[config.mk]
export PLATFORM = sky130hd
export DESIGN_NAME = hazard_fwd_unit
export DESIGN_NICKNAME = d
export VERILOG_FILES = /design/src/rtl/hazard_fwd_unit_pkg.sv /design/src/rtl/hazard_match.sv /design/src/rtl/hazard_fwd_unit.sv
export SDC_FILE = /design/constraint.sdc
export NUM_CORES = 1
export LEC_CHECK = 0
export BUFFER_PORTS_ARGS = -buffer_cell sky130_fd_sc_hd__clkbuf_2
export CAP_MARGIN = 40
export CELL_PAD_IN_SITES_DETAIL_PLACEMENT = 1
export CELL_PAD_IN_SITES_GLOBAL_PLACEMENT = 2
export CORE_MARGIN = 8
export CORE_UTILIZATION = 32
export DETAILED_ROUTE_END_ITERATION = 10
export GPL_TIMING_DRIVEN = 0
export PLACE_DENSITY = 0.76
export SLEW_MARGIN = 20
export SYNTH_ARGS = -nofsm -noshare
export SYNTH_HDL_FRONTEND = slang
export SYNTH_SLANG_ARGS = --single-unit
[constraint.sdc]
create_clock -name clk -period 2.5 [get_ports clk]
set_input_delay 0.125 -clock clk [delete_from_list [all_inputs] [get_ports clk]]
set_output_delay 0.125 -clock clk [all_outputs]
set_load 0.1 [all_outputs]
[src/rtl/hazard_fwd_unit_pkg.sv]
// Shared forwarding-select encodings and the shadow pipeline stage record.
// Record dest is held at a fixed width; narrower specifiers are zero-extended into it.
package hazard_fwd_unit_pkg;

   localparam logic [1:0] FWD_RF   = 2'b00;
   localparam logic [1:0] FWD_EXMM = 2'b01;
   localparam logic [1:0] FWD_MMWB = 2'b10;

   localparam int REC_DEST_W = 8;

   typedef struct packed {
      logic                  valid;
      logic [REC_DEST_W-1:0] dest;
      logic                  regwrite;
      logic                  memread;
   } stage_rec_t;

   function automatic stage_rec_t bubble_rec();
      stage_rec_t r;
      r = '0;
      return r;
   endfunction

endpackage

[src/rtl/hazard_match.sv]
// Compares one source specifier against one stage record; purely combinational.
// Register 0 never matches, so it can never forward or stall.
module hazard_match
   import hazard_fwd_unit_pkg::*;
#(
   parameter int REG_AW = 5
) (
   input  logic [REG_AW-1:0] i_src,
   input  logic              i_used,
   input  stage_rec_t        i_rec,
   output logic              o_hit,
   output logic              o_is_load
);

   logic [REC_DEST_W-1:0] w_src_ext;
   logic                  w_src_nonzero;

   assign w_src_ext     = REC_DEST_W'(i_src);
   assign w_src_nonzero = (i_src != '0);

   assign o_hit = i_used && i_rec.valid && i_rec.regwrite &&
                  (i_rec.dest == w_src_ext) && w_src_nonzero;

   assign o_is_load = o_hit && i_rec.memread;

endmodule

[src/rtl/hazard_fwd_unit.sv]
// Hazard detection / forwarding control: stall_id is combinational, controls and bubble_ex are registered.
// HAZARD_FWD_EN defined enables EX/MM and MM/WB forwarding; undefined stalls until the producer reaches WB.
module hazard_fwd_unit
   import hazard_fwd_unit_pkg::*;
#(
   parameter int REG_AW = 5,
   parameter int CNT_W  = 16
) (
   input  logic              clk,
   input  logic              rst_n,
   input  logic              valid_id,
   input  logic [REG_AW-1:0] rs_id,
   input  logic [REG_AW-1:0] rt_id,
   input  logic              uses_rs_id,
   input  logic              uses_rt_id,
   input  logic [REG_AW-1:0] dest_id,
   input  logic              regwrite_id,
   input  logic              memread_id,
   output logic [1:0]        Forwarding_control_1,
   output logic [1:0]        Forwarding_control_2,
   output logic              stall_id,
   output logic              bubble_ex,
   output logic [CNT_W-1:0]  stall_count
);

   stage_rec_t r_ex;
   stage_rec_t r_mm;
   stage_rec_t r_wb;
   stage_rec_t w_id_rec;

   logic             r_bubble;
   logic [CNT_W-1:0] r_stall_cnt;

   logic w_used_rs;
   logic w_used_rt;
   logic w_rs_ex_hit, w_rs_ex_load;
   logic w_rt_ex_hit, w_rt_ex_load;
   logic w_rs_mm_hit, w_rs_mm_load;
   logic w_rt_mm_hit, w_rt_mm_load;
   logic w_hazard;
   logic w_stall;

   assign w_used_rs = valid_id & uses_rs_id;
   assign w_used_rt = valid_id & uses_rt_id;

   always_comb begin
      w_id_rec          = bubble_rec();
      w_id_rec.valid    = valid_id;
      w_id_rec.dest     = REC_DEST_W'(dest_id);
      w_id_rec.regwrite = regwrite_id;
      w_id_rec.memread  = memread_id;
   end

   hazard_match #(.REG_AW(REG_AW)) u_rs_ex (
      .i_src     (rs_id),
      .i_used    (w_used_rs),
      .i_rec     (r_ex),
      .o_hit     (w_rs_ex_hit),
      .o_is_load (w_rs_ex_load)
   );

   hazard_match #(.REG_AW(REG_AW)) u_rt_ex (
      .i_src     (rt_id),
      .i_used    (w_used_rt),
      .i_rec     (r_ex),
      .o_hit     (w_rt_ex_hit),
      .o_is_load (w_rt_ex_load)
   );

   hazard_match #(.REG_AW(REG_AW)) u_rs_mm (
      .i_src     (rs_id),
      .i_used    (w_used_rs),
      .i_rec     (r_mm),
      .o_hit     (w_rs_mm_hit),
      .o_is_load (w_rs_mm_load)
   );

   hazard_match #(.REG_AW(REG_AW)) u_rt_mm (
      .i_src     (rt_id),
      .i_used    (w_used_rt),
      .i_rec     (r_mm),
      .o_hit     (w_rt_mm_hit),
      .o_is_load (w_rt_mm_load)
   );

`ifdef HAZARD_FWD_EN
   // Only a load still in EX cannot be covered by forwarding.
   assign w_hazard = w_rs_ex_load | w_rt_ex_load;
`else
   // WB needs no stall: the register file writes before it is read.
   assign w_hazard = w_rs_ex_hit | w_rt_ex_hit | w_rs_mm_hit | w_rt_mm_hit;
`endif

   assign w_stall  = valid_id & w_hazard;
   assign stall_id = w_stall;

   always_ff @(posedge clk or negedge rst_n) begin
      if (!rst_n) begin
         r_ex <= bubble_rec();
         r_mm <= bubble_rec();
         r_wb <= bubble_rec();
      end else begin
         r_ex <= w_stall ? bubble_rec() : w_id_rec;
         r_mm <= r_ex;
         r_wb <= r_mm;
      end
   end

   always_ff @(posedge clk or negedge rst_n) begin
      if (!rst_n) begin
         r_bubble    <= 1'b0;
         r_stall_cnt <= '0;
      end else begin
         r_bubble <= w_stall;
         if (w_stall && (r_stall_cnt != '1)) begin
            r_stall_cnt <= r_stall_cnt + CNT_W'(1);
         end
      end
   end

   assign bubble_ex   = r_bubble;
   assign stall_count = r_stall_cnt;

`ifdef HAZARD_FWD_EN
   logic [1:0] w_fwd1_nxt;
   logic [1:0] w_fwd2_nxt;
   logic [1:0] r_fwd1;
   logic [1:0] r_fwd2;

   // The producer one stage ahead moves to MM as the consumer enters EX, hence EX match -> EX/MM.
   always_comb begin
      w_fwd1_nxt = FWD_RF;
      w_fwd2_nxt = FWD_RF;
      if (w_rs_ex_hit) begin
         w_fwd1_nxt = FWD_EXMM;
      end else if (w_rs_mm_hit) begin
         w_fwd1_nxt = FWD_MMWB;
      end
      if (w_rt_ex_hit) begin
         w_fwd2_nxt = FWD_EXMM;
      end else if (w_rt_mm_hit) begin
         w_fwd2_nxt = FWD_MMWB;
      end
   end

   always_ff @(posedge clk or negedge rst_n) begin
      if (!rst_n) begin
         r_fwd1 <= FWD_RF;
         r_fwd2 <= FWD_RF;
      end else if (w_stall) begin
         r_fwd1 <= FWD_RF;
         r_fwd2 <= FWD_RF;
      end else begin
         r_fwd1 <= w_fwd1_nxt;
         r_fwd2 <= w_fwd2_nxt;
      end
   end

   assign Forwarding_control_1 = r_fwd1;
   assign Forwarding_control_2 = r_fwd2;
`else
   assign Forwarding_control_1 = FWD_RF;
   assign Forwarding_control_2 = FWD_RF;
`endif

endmodule

[Yosys cells after proc, flatten, opt, wreduce, memory -nomap -nowiden]
Cells that the tools add are included.
Storage, ports and cells
  bits in registers: 37
  input bits: 22
  output and inout port bits: 22
  word-level logic and storage cells: 40
Cells by class
  $add $sub $neg: 1
  eq/ne operators: 5
  muxes and demuxes: 1
  bitwise gates (word level): 6
  reductions and logical operators: 19
Operator list (count)
  8-bit by 5-bit == test with 1-bit output: 4
  1-bit logical AND: 17
  16-bit by 1-bit adder with 16-bit output, second input constant: 1
  16-bit inequality test, second input constant: 1
  11-bit 2-to-1 mux: 1
  5-bit nonzero test: 2
  1-bit bitwise AND: 3
  1-bit bitwise OR: 3

[Depth between registers and ports, before layout]
Gate-level depths: netlist of run 1.
  depth in word-level cells: 10
  depth in mapped cells: 8
  depth with buffers taken out: 7

[Modules after synthesis]
A second synthesis of run 1 with hierarchy kept.
Unflattened totals
  cell total of the unflattened synthesis: 166
  area, all modules: 1836.8 µm²
By module, submodules not included
  hazard_fwd_unit: instances 1, cells each 110, area each 1416.4 µm², seq. area each 825.8 µm²
  hazard_match: instances 4, cells each 14, area each 105.1 µm², seq. area each 0.0 µm²

[Worst setup path after synthesis of run 1]
Ideal clock, no wire load.
  kind: register to register
  start: register r_stall_cnt[0] (netlist: stall_count[0])
  end: register r_stall_cnt[1] (netlist: stall_count[1])
  library setup time: 0.128 ns
  arrival: 2.395 ns
  data required time: 2.372 ns
  setup slack: -0.024 ns
  cell stages (with the launch flop): 8
  buffers on the path: 0
  clock period less this slack: 2.524 ns
  cell sequence: dfrtp_1 -> ha_1 -> and3_1 -> and3_1 -> and2_1 -> nand3_1 -> nand2_2 -> mux2_1
Between the ends
  longest elaborated chain between the ends: 2
  elaborated cells between the ends (all ways): 3
  those cells by class: 1 x add/sub; 1 x eq/ne; 1 x reduce/logical
Ends and longest elaborated chain
  start, declared: RTL line hazard_fwd_unit.sv:32  | logic [CNT_W-1:0] r_stall_cnt;
  start signal, assigned: RTL line hazard_fwd_unit.sv:116  | r_stall_cnt <= r_stall_cnt + CNT_W'(1);
  parallel branches: the longest is 2 deep, another holds 16-bit by 1-bit adder with 16-bit output
Several ways; the timed one is not identified.
A chain may end at the register's enable or synchronous reset.

[Worst setup path in the final report of run 1]
  start: register r_ex[5] (netlist name)
  end: output port stall_id
Between the ends
  longest elaborated chain between the ends: 7
  elaborated cells between the ends (all ways): 10
  those cells by class: 2 x eq/ne; 4 x bitwise; 4 x reduce/logical
Ends and longest elaborated chain
  start, declared: RTL line hazard_fwd_unit.sv:26  | stage_rec_t r_ex;
  start signal, assigned: RTL line hazard_fwd_unit.sv:99  | r_ex <= bubble_rec();
  start signal, assigned: RTL line hazard_fwd_unit.sv:103  | r_ex <= w_stall ? bubble_rec() : w_id_rec;
  8-bit by 5-bit == test with 1-bit output: RTL line hazard_match.sv:22  | (i_rec.dest == w_src_ext) && w_src_nonzero;
  1-bit logical AND: RTL line hazard_match.sv:21  | assign o_hit = i_used && i_rec.valid && i_rec.regwrite &&
  1-bit logical AND: RTL line hazard_match.sv:22
  1-bit bitwise OR (*) (3 in a row): RTL line hazard_fwd_unit.sv:91  | assign w_hazard = w_rs_ex_hit | w_rt_ex_hit | w_rs_mm_hit | w_rt_mm_hit;
  1-bit bitwise AND (*): RTL line hazard_fwd_unit.sv:94  | assign w_stall = valid_id & w_hazard;
  end, declared: RTL line hazard_fwd_unit.sv:21  | output logic stall_id,
Every way passes the cells marked *; elsewhere a longest branch is shown, timed or not.

==> results of run 1 <==
-- worst max-delay path: cells and delay by family, from the launching register on --
| family | cells | cell delay, ns |
|---|---|---|
| buf+inv | 2 | 0.61 |
| simple gates | 1 | 0.11 |
| compound gates | 2 | 0.38 |
| xor+xnor | 1 | 0.22 |
| flops | 1 | 0.41 |
-- cell type report --
cell class | count | area [µm²]
Buffer | 7 | 60.1
Clock buffer | 7 | 76.3
Clock inverter | 1 | 5.00
Fill cell | 561 | 2770
Inverter | 8 | 30.0
Multi-Input combinational cell | 95 | 728
Sequential cell | 31 | 778
Tap cell | 67 | 83.8
Timing Repair Buffer | 40 | 220
-- path summary, 6_finish.rpt --
check / to / slack (ns) / cells after the start
worst min-delay path: r_ex[2] / 0.04 / 3
min in group asynchronous: r_mm[5] / 0.19 / 2
worst max register to register: stall_count[1] / 0.37 / 7
worst min register to register: r_mm[10] / 0.42 / 0
max in group asynchronous: stall_count[1] / 1.95 / 3
worst max-delay path: stall_id / 0.35 / 6
-- routing by layer --
metal  GRT usage, %  share of wire (%)  vias to the layer above
met1           12.8                 42                      574
met3           5.29                9.1                        5
met5              0                  0                        -
met4           3.44               0.95                        0
li1               -                  -                      560
met2           17.6                 48                       38
-- synthesized netlist by cell type (all sizes together) --
| cell type | n |
|---|---|
| o22ai | 2 |
| nor2b | 1 |
| conb | 1 |
| nor2 | 7 |
| and2 | 1 |
| nand4 | 7 |
| or3 | 2 |
| nand3 | 16 |
| a31oi | 1 |
| and3 | 13 |
| mux2 | 1 |
| xnor2 | 34 |
| dfrtp | 31 |
| inv | 8 |
| a41oi | 1 |
| ha | 1 |
| o311a | 2 |
| buf | 7 |
| nand2 | 1 |
| a22o | 1 |
-- power groups by stage --
stage               Sequential (µW)  Combinational [µW]  Clock [µW]
finish                          550                 219         367
global route                    552                 236         411
CTS                             550                 219         385
detailed placement              559                 217           0
global placement                556                 211           0
floorplan                       627                86.4           0
-- through the flow --
stage / instance area (µm²) / utilization (%)
2_1_floorplan: 1600 / -
3_3_place_gp: 1870 / 39.3
3_5_place_dp: 1870 / 39.3
4_1_cts: 1960 / 41.3
5_1_grt: 1980 / 41.7
6_report: 1980 / 41.7
-- repair_timing --
| action | in CTS | in global routing |
|---|---|---|
| gates resized for setup | 0 | 0 |
| endpoints found under the hold margin | 31 | 0 |
| hold buffers | 1 | 0 |
-- cell families (layout without fill, tap and decap cells) --
| family | count (synthesis) | after routing |
|---|---|---|
| and+or+nand+nor | 48 | 48 |
| xor gates and xnor gates | 34 | 34 |
| adders and majority gates | 1 | 1 |
| DFF | 31 | 31 |
| muxes | 1 | 1 |
| other | 1 | 4 |
| AOI/OAI and AO/OA | 7 | 7 |
| buffers and inverters | 15 | 63 |
-- registers in the layout (all words and copies together), names as in the netlist --
name	count
r_ex	7
stall_count	16
bubble_ex	1
r_mm	7
==> run_results.csv, run 1 <==
group,metric,value,unit
sta,rsz0062_at_grt,"no",
pwr,p_leak,0.000939,µW
pwr,seq_power_share,48.4,%
run_status,status,"finished clean",
sta,max-slew-margin-rel,63.1,%
critical_path,endpoint_kind,"output pin",
sta,setup_viol,0,
yosys,synthSimpleGateAreaFrac,19.8,%
final_layout,drive_above_1_share,36.0,%
drt,dr_total_vias,1177,
grt,grt_pass1_vias,1337,
grt,grt-ovfl-total,0,
die,top_level_ports,44,
placement,dp_hpwl,3080,µm
grt,antenna_found_initial,0,
placement,gp_congestion,0.830,
cts,cts_setup_buffers,0,
pwr,power,1140,µW
yosys,syn_avg_cell_area,11.5,µm²
yosys,synth_cell_type_count,22,
final_layout,final_common_cell,"clkbuf_2",
yosys,synth-adder-area-share,0.791,%
sta,clock.fmax,0.465,GHz
cts,cts_buffers,5,
grt,grt_max_degree,32,
final_layout,area_delta_synth_final,25.2,%
drt,drt-initial-drc-count,27,
die,core,4750,µm²
cts,cts_tree,"yes",
critical_path,cpMaxStageDelayCell,"clkbuf_2",
yosys,synthDominantCellAreaShare,49.0,%
sta,fin_hold_ws,0.0410,ns
worst_hold_path,worstHoldStart,"dest_id[0]",
sta,worstMarginPinSlew,0.555,ns
pwr,p_switching,351,µW
pwr,p_clk_share,32.3,%
die,start_util,33.3,%
drt,antenna_left,0,
cts,h-tree-depth,2,
cts,path_clk_slew,0.06,ns
sta,tns,0,ns
final_layout,antenna-diode-count,0,
cts,cts.sinks,31,
critical_path,critPathMaxFanout,11,
drt,wl,3910,µm
die,die_w,86.3,µm
cts,cts_root_buf,"clkbuf_8",
drt,avgRoutedWirePerCell,15.3,µm
yosys,synth_cells,138,
placement,portBuffers,38,
yosys,synthMuxAreaShare,0.711,%
grt,grt_use_total,11.0,%
yosys,synth_seq_cells,31,
critical_path,criticalPathCategory,"reg2out",
drt,dr.pass1.iters,4,
worst_hold_path,holdCritPathClass,"in2reg",
sta,fin_crit,2.15,ns
sta,finalMaxSlewViolations,0,
pwr,p_sw_share,30.9,%
critical_path,crit_chain,"xnor2_1, nand4_1, o22ai_1, a22o_4, buf_6, clkbuf_2",
final_layout,fin_nets,211,
pwr,vdd_ir_drop_max,0.000316,V
cts,cts.path.max_buffers,2,
final_layout,final_cell_count_no_fill,256,
drt,vias_per_cell,4.60,
yosys,synth_top_family_by_area,"simple AND/OR/NAND/NOR gates",
final_layout,final_cell_mix,"clkbuf_2 (38), xnor2_1 (34), dfrtp_1 (29)",
die,die_area,7450,µm²
placement,pre_cts_ws,0.386,ns
cts,clk-insertion-delay-late,0.27,ns
critical_path,max_stage_delay,0.46,ns
pwr,p_per_area,573,nW/µm²
yosys,yosys.area.top_type,"dfrtp_1",
die,core.rowCount,25,
sta,post-route-period-util,86.1,%
pwr,intPower,785,µW
yosys,yosysWarnings,0,
sta,final-hold-violation-count,0,
yosys,synth_area,1580,µm²
yosys,yosysSeqAreaShare,49.0,%
job,max-cap-violations,0,
sta,worst_slack,0.348,ns
critical_path,cp.required,2.38,ns
critical_path,r2r_start,"stall_count[0]",
yosys,synth_compound_area_share,4.98,%
drt,drc,0,
placement,dp.cells,246,
yosys,synth_xor_area_share,18.8,%
sta,fin_worst_skew,0.00273,ns
pwr,power_frac_comb,19.3,%
die,die_h,86.3,µm
critical_path,cp.arrival,2.03,ns
yosys,synth_area_leaders,"dfrtp_1 (49%), xnor2_1 (19%), nand3_2 (6.3%), and3_1 (5.1%), nand4_1 (2.8%)",
grt,grt_first_pass_wirelength,6530,µm
critical_path,start_kind,"flip-flop",
critical_path,crit_start,"r_ex[5]",
(Power assumes the default switching activity.)
==> run 2: changes to the inputs <==
ABC_AREA = 1   (was unset)
CORE_UTILIZATION = 30   (was 32)
PLACE_DENSITY = 0.79   (was 0.76)
==> run 2 against run 1 <==
  * Clock skew rose by 0.0012 ns
  * Sequential share of layout area is 7.3 points lower
  * Critical path depth is 4 higher
  * Core utilization fell by 3.7 points
  * Power is 12% higher
  * Largest cell class is now multi-input gates
  * Largest power group unchanged
  * Cell count grew 59%
  * Final area up 22%
  * Combinational power increased by 27%
==> run_results.csv, run 2 <==
group,metric,value,unit
drt,drc,0,
drt,dr_total_vias,1819,
job,max-cap-violations,0,
yosys,synth.top_cells.by_count,"nand2_1 (96), inv_1 (34), dfrtp_1 (31)",
drt,avgRoutedWirePerCell,13.1,µm
die,die_h,97.4,µm
die,die_area,9490,µm²
pwr,power,1270,µW
sta,fin_crit,2.17,ns
final_layout,largest_register_ffs,16,
yosys,synth_seq_cells,31,
grt,grt_pass1_vias,2028,
critical_path,endpoint_kind,"output pin",
die,top_level_ports,44,
sta,final-hold-violation-count,0,
critical_path,r2r_setup_slack,0.75,ns
final_layout,post-route-cell-area,2420,µm²
final_layout,area_delta_synth_final,21.9,%
yosys,synth_edf_count,0,
cts,cts_buffers,5,
drt,antenna_left,0,
grt,grt_first_pass_wirelength,9450,µm
die,core.rowCount,29,
sta,setup_viol,0,
yosys,synth_area,1990,µm²
final_layout,final_cell_mix,"nand2_1 (96), clkbuf_2 (38), inv_1 (34)",
die,die_w,97.4,µm
placement,pre_cts_ws,0.594,ns
grt,grt-ovfl-total,0,
cts,cts.path.max_buffers,2,
critical_path,critPathMaxFanout,11,
yosys,yosysSeqAreaShare,39.0,%
yosys,async_flop_share,100,%
sta,clock.fmax,0.461,GHz
worst_hold_path,hold_end,"r_ex[1]",
yosys,synth_area_leaders,"dfrtp_1 (39%), nand2_1 (18%), nand3_1 (7.3%), inv_1 (6.4%), nand2_2 (5.7%)",
critical_path,cp.arrival,2.04,ns
placement,gp_congestion,0.780,
final_layout,fin_nets,352,
yosys,synthFlopType,"dfrtp_1",
cts,path_clk_slew,0.06,ns
critical_path,reg2reg_to,"stall_count[5]",
sta,worst_slack,0.332,ns
sta,worstMarginPinSlew,0.552,ns
cts,cts.sinks,31,
sta,tns,0,ns
pwr,p_leak,0.00142,µW
sta,post-route-period-util,86.7,%
sta,max-slew-margin-rel,63.3,%
worst_hold_path,holdCritPathClass,"in2reg",
final_layout,final_common_cell,"nand2_1",
drt,drt-initial-drc-count,25,
cts,cts_root_buf,"clkbuf_8",
grt,grt_max_degree,32,
grt,grt_use_total,12.0,%
drt,dr.pass1.iters,4,
yosys,syn_avg_cell_area,7.13,µm²
worst_hold_path,worstHoldStart,"regwrite_id",
drt,vias_per_cell,4.47,
cts,h-tree-depth,2,
placement,dpl_cell_area,2290,µm²
yosys,synthDominantCellAreaShare,39.0,%
critical_path,cp.required,2.38,ns
sta,finalMaxSlewViolations,0,
critical_path,start_kind,"flip-flop",
critical_path,criticalPathCategory,"reg2out",
yosys,yosys.area.top_type,"dfrtp_1",
final_layout,antenna-diode-count,0,
yosys,synth_cells,279,
die,core,6390,µm²
sta,rsz0062_at_grt,"no",
yosys,yosysMostFrequentCell,"nand2_1",
pwr,p_per_area,525,nW/µm²
yosys,synth_cell_type_count,23,
placement,dp_hpwl,4250,µm
run_status,status,"finished clean",
critical_path,reg2regPathDepth,7,
cts,cts_tree,"yes",
placement,portBuffers,38,
worst_hold_path,min_delay_path_depth,3,
yosys,yosysWarnings,0,
cts,clk-insertion-delay-late,0.28,ns
sta,fin_worst_skew,0.00390,ns
die,start_util,31.2,%
cts,cts_setup_buffers,0,
final_layout,drive_above_1_share,25.8,%
drt,wl,5330,µm
grt,antenna_found_initial,0,
critical_path,r2r_start,"stall_count[0]",
pwr,vdd_ir_drop_max,0.000254,V
-- run 2: worst max path at each step --
stage                         from             end  slack [ns]  cells past startpoint
finish                     r_ex[6]        stall_id        0.33                     10
global route               r_ex[6]        stall_id        0.11                     10
CTS                        r_ex[6]        stall_id        0.28                     10
detailed placement         r_ex[6]        stall_id        0.59                     10
global placement           r_ex[6]        stall_id        0.62                     10
floorplan           stall_count[0]  stall_count[6]        0.23                      7
-- run 2: layout make-up --
class,count,area [µm²]
Tap cell,77,96.3
Clock buffer,8,100
Timing Repair Buffer,40,228
Buffer,8,70.1
Fill cell,833,3960
Multi-Input combinational cell,203,1000
Inverter,40,150
Sequential cell,31,776
-- run 2: kinds of logic after synthesis --
family / count (synthesis) / share of synthesized area [%]
AO/OA/AOI/OAI: 2 / 0.503
XOR/XNOR: 13 / 5.72
adder cells (fa/ha/maj): 1 / 0.629
buffers and inverters: 48 / 11.1
flip-flops: 31 / 39.0
other: 1 / 0.188
AND/OR/NAND/NOR: 183 / 42.9
-- run 2: layer usage --
metal / up-vias / part of all wire [%] / track usage [%]
li1: 935 / - / -
met1: 843 / 44 / 13.8
met2: 32 / 50 / 20.5
met3: 9 / 4.3 / 3.27
met4: 0 / 1.8 / 4.43
met5: - / 0 / 0
-- run 2: timing repair --
| action | CTS | global route |
|---|---|---|
| hold buffers | 1 | 0 |
| gates resized for setup | 0 | 0 |
| endpoints found under the hold margin | 31 | 0 |
-- run 2: critical path: stages, from the launching register on --
cell and delay, ns:
dfrtp_1 0.39, inv_1 0.07, nand2_1 0.05, nand2_1 0.05
nor2_1 0.14, nand3_1 0.09, nand2_1 0.07, nand2_1 0.09
nand2_4 0.14, buf_4 0.20, clkbuf_2 0.48
-- run 2: report_power, final --
part           internal, µW  total, µW  switching (µW)
clock                   251        435             184
sequential              528        560            32.6
combinational          67.7        279             211
total                   846       1270             427
-- run 2: through the flow --
stage	hold slack [ns]	std cells	utilization, %
finish	0.0318	407	38.0
global route	0.0276	407	38.0
CTS	0.0251	406	37.5
detailed placement	0.264	397	35.8
global placement	0.241	397	35.8
floorplan	-0.171	282	-
==> run 3: changes to the inputs <==
ABC_AREA = 0   (was 1)
CORE_MARGIN = unset   (was 8)
CORE_UTILIZATION = 32   (was 30)
PLACE_DENSITY = 0.76   (was 0.79)
==> run 3 against run 2 <==
  * Register-to-register slack worse by 0.35 ns
  * Combinational power is 22% lower
  * Sequential power is 2% lower
  * Non-clock buffer count is 1 lower
  * Via count is 36% lower
  * Count of clock-buffer cells in the layout is 2 lower
  * Hold slack better by 0.0034 ns
  * Core utilization is 4.5 points higher
  * Power is 0.34% lower
  * Fmax is 2.7% lower
  * Clock skew hardly changed
  * First-iteration DRC count is 48% lower
  * Critical path type unchanged
  * Largest cell class is now sequential cells
  * Largest power group unchanged
  * Highest routed layer unchanged
==> run_results.csv, run 3 (same netlist as run 1, synthesis figures left out) <==
group,metric,value,unit
grt,use_met1,16.9,%
critical_path,cp.required,2.38,ns
critical_path,endpoint_kind,"output pin",
cts,cts_root_buf,"clkbuf_8",
sta,rsz0062_at_grt,"no",
critical_path,critPathMaxFanout,11,
final_layout,finish.utilization,42.4,%
drt,dr.pass1.iters,3,
drt,antenna_left,0,
die,start_util,33.3,%
die,core.rowCount,25,
grt,grt_max_degree,32,
drt,avgRoutedWirePerCell,14.6,µm
sta,finalMaxSlewViolations,0,
sta,worst_slack,0.273,ns
die,die_h,72.3,µm
placement,gp_congestion,0.797,
cts,h-tree-depth,2,
critical_path,start_kind,"flip-flop",
final_layout,fin_nets,211,
final_layout,antenna-diode-count,0,
critical_path,crit_buf_inv,2,
placement,dpl_cell_area,1870,µm²
pwr,vdd_ir_drop_max,0.000337,V
sta,fin_crit,2.23,ns
drt,vias_per_cell,4.52,
pwr,p_leak,0.000958,µW
sta,max-slew-margin-rel,63.5,%
grt,grt_first_pass_wirelength,6040,µm
drt,wl,3740,µm
run_status,status,"finished clean",
placement,pre_cts_ws,0.377,ns
sta,tns,0,ns
die,core,4750,µm²
placement,portBuffers,38,
die,die_w,72.3,µm
sta,fin_worst_skew,0.00348,ns
final_layout,area_delta_synth_final,27.5,%
cts,cts_setup_buffers,0,
final_layout,final_cell_mix,"clkbuf_2 (38), xnor2_1 (34), dfrtp_1 (29)",
pwr,p_per_area,629,nW/µm²
grt,grt_pass1_vias,1268,
critical_path,critPathTopFamily,"buffers and inverters",
die,die_area,5230,µm²
grt,grt_use_total,15.3,%
job,max-cap-violations,0,
sta,clock.fmax,0.449,GHz
grt,busiest_layer,"met2",
critical_path,cp.arrival,2.10,ns
placement,dp_hpwl,2870,µm
critical_path,crit_chain,"xnor2_1, nand4_1, o22ai_1, a22o_4, buf_6, clkbuf_2",
final_layout,post-route-cell-area,2020,µm²
drt,drt-initial-drc-count,13,
pwr,power,1270,µW
cts,path_clk_slew,0.06,ns
drt,drc,0,
sta,worstMarginPinSlew,0.550,ns
critical_path,criticalPathCategory,"reg2out",
sta,post-route-period-util,89.1,%
cts,cts_buffers,5,
final_layout,final_common_cell,"clkbuf_2",
cts,clk-insertion-delay-late,0.28,ns
cts,cts.repair.resized,0,
final_layout,largest_register_ffs,16,
critical_path,r2r_setup_slack,0.40,ns
sta,final-hold-violation-count,0,
die,top_level_ports,44,
final_layout,drive_above_1_share,37.0,%
critical_path,cpMaxStageDelayCell,"clkbuf_2",
worst_hold_path,holdCritPathClass,"in2reg",
grt,antenna_found_initial,0,
grt,use_met2,28.5,%
cts,cts.path.max_buffers,2,
critical_path,max_stage_delay,0.47,ns
cts,cts.sinks,31,
cts,cts_tree,"yes",
sta,setup_viol,0,
drt,dr_total_vias,1156,
grt,grt-ovfl-total,0,
grt,grt.met3_usage,3.61,%
run 3: worst paths after layout:
| path | cells past startpoint | startpoint | end |
|---|---|---|---|
| worst max-delay path | 6 | r_mm[2] | stall_id |
| worst min-delay path | 3 | dest_id[1] | r_ex[3] |
| worst max register to register | 8 | stall_count[0] | stall_count[8] |
| worst min register to register | 0 | r_ex[1] | r_mm[1] |
| max in group asynchronous | 3 | rst_n | stall_count[1] |
| min in group asynchronous | 2 | rst_n | r_mm[1] |
run 3: power breakdown:
part	leakage (µW)	internal (µW)	switching, µW
Combinational	0.000500	63.6	154
Clock	0.0000612	322	181
Sequential	0.000397	526	22.2
Total	0.000958	912	358
run 3: layer usage:
layer | vias to the layer above | wire (µm)
met2 | 32 | 2020
li1 | 560 | -
met3 | 2 | 201
met5 | - | 0
met4 | 0 | 18
met1 | 562 | 1500
run 3: repair_timing:
action,4_1_cts,5_1_grt
hold endpoints to repair,31,0
hold buffers,1,0
endpoints found under the setup margin,0,0
run 3: tightest hold or removal path, stage by stage:
cell and delay, ns:
clkbuf_2 0.08, inv_1 0.04, nor2_1 0.04
run 3: area by class of cell:
cell class / count / area, µm²
flip-flops and latches: 31 / 778
well taps: 67 / 83.8
multi-input cells: 95 / 728
clock inverters: 2 / 35.0
repair buffers: 40 / 220
inverters: 8 / 30.0
clock buffers: 6 / 82.6
plain buffers: 7 / 60.1
fillers: 554 / 2740
run 3: stage by stage:
step	hold WS, ns	std cells
after floorplan	-0.171	141
after detailed placement	0.249	246
after global placement	0.228	246
after CTS	0.0263	255
after global routing	0.0288	256
final	0.0352	256
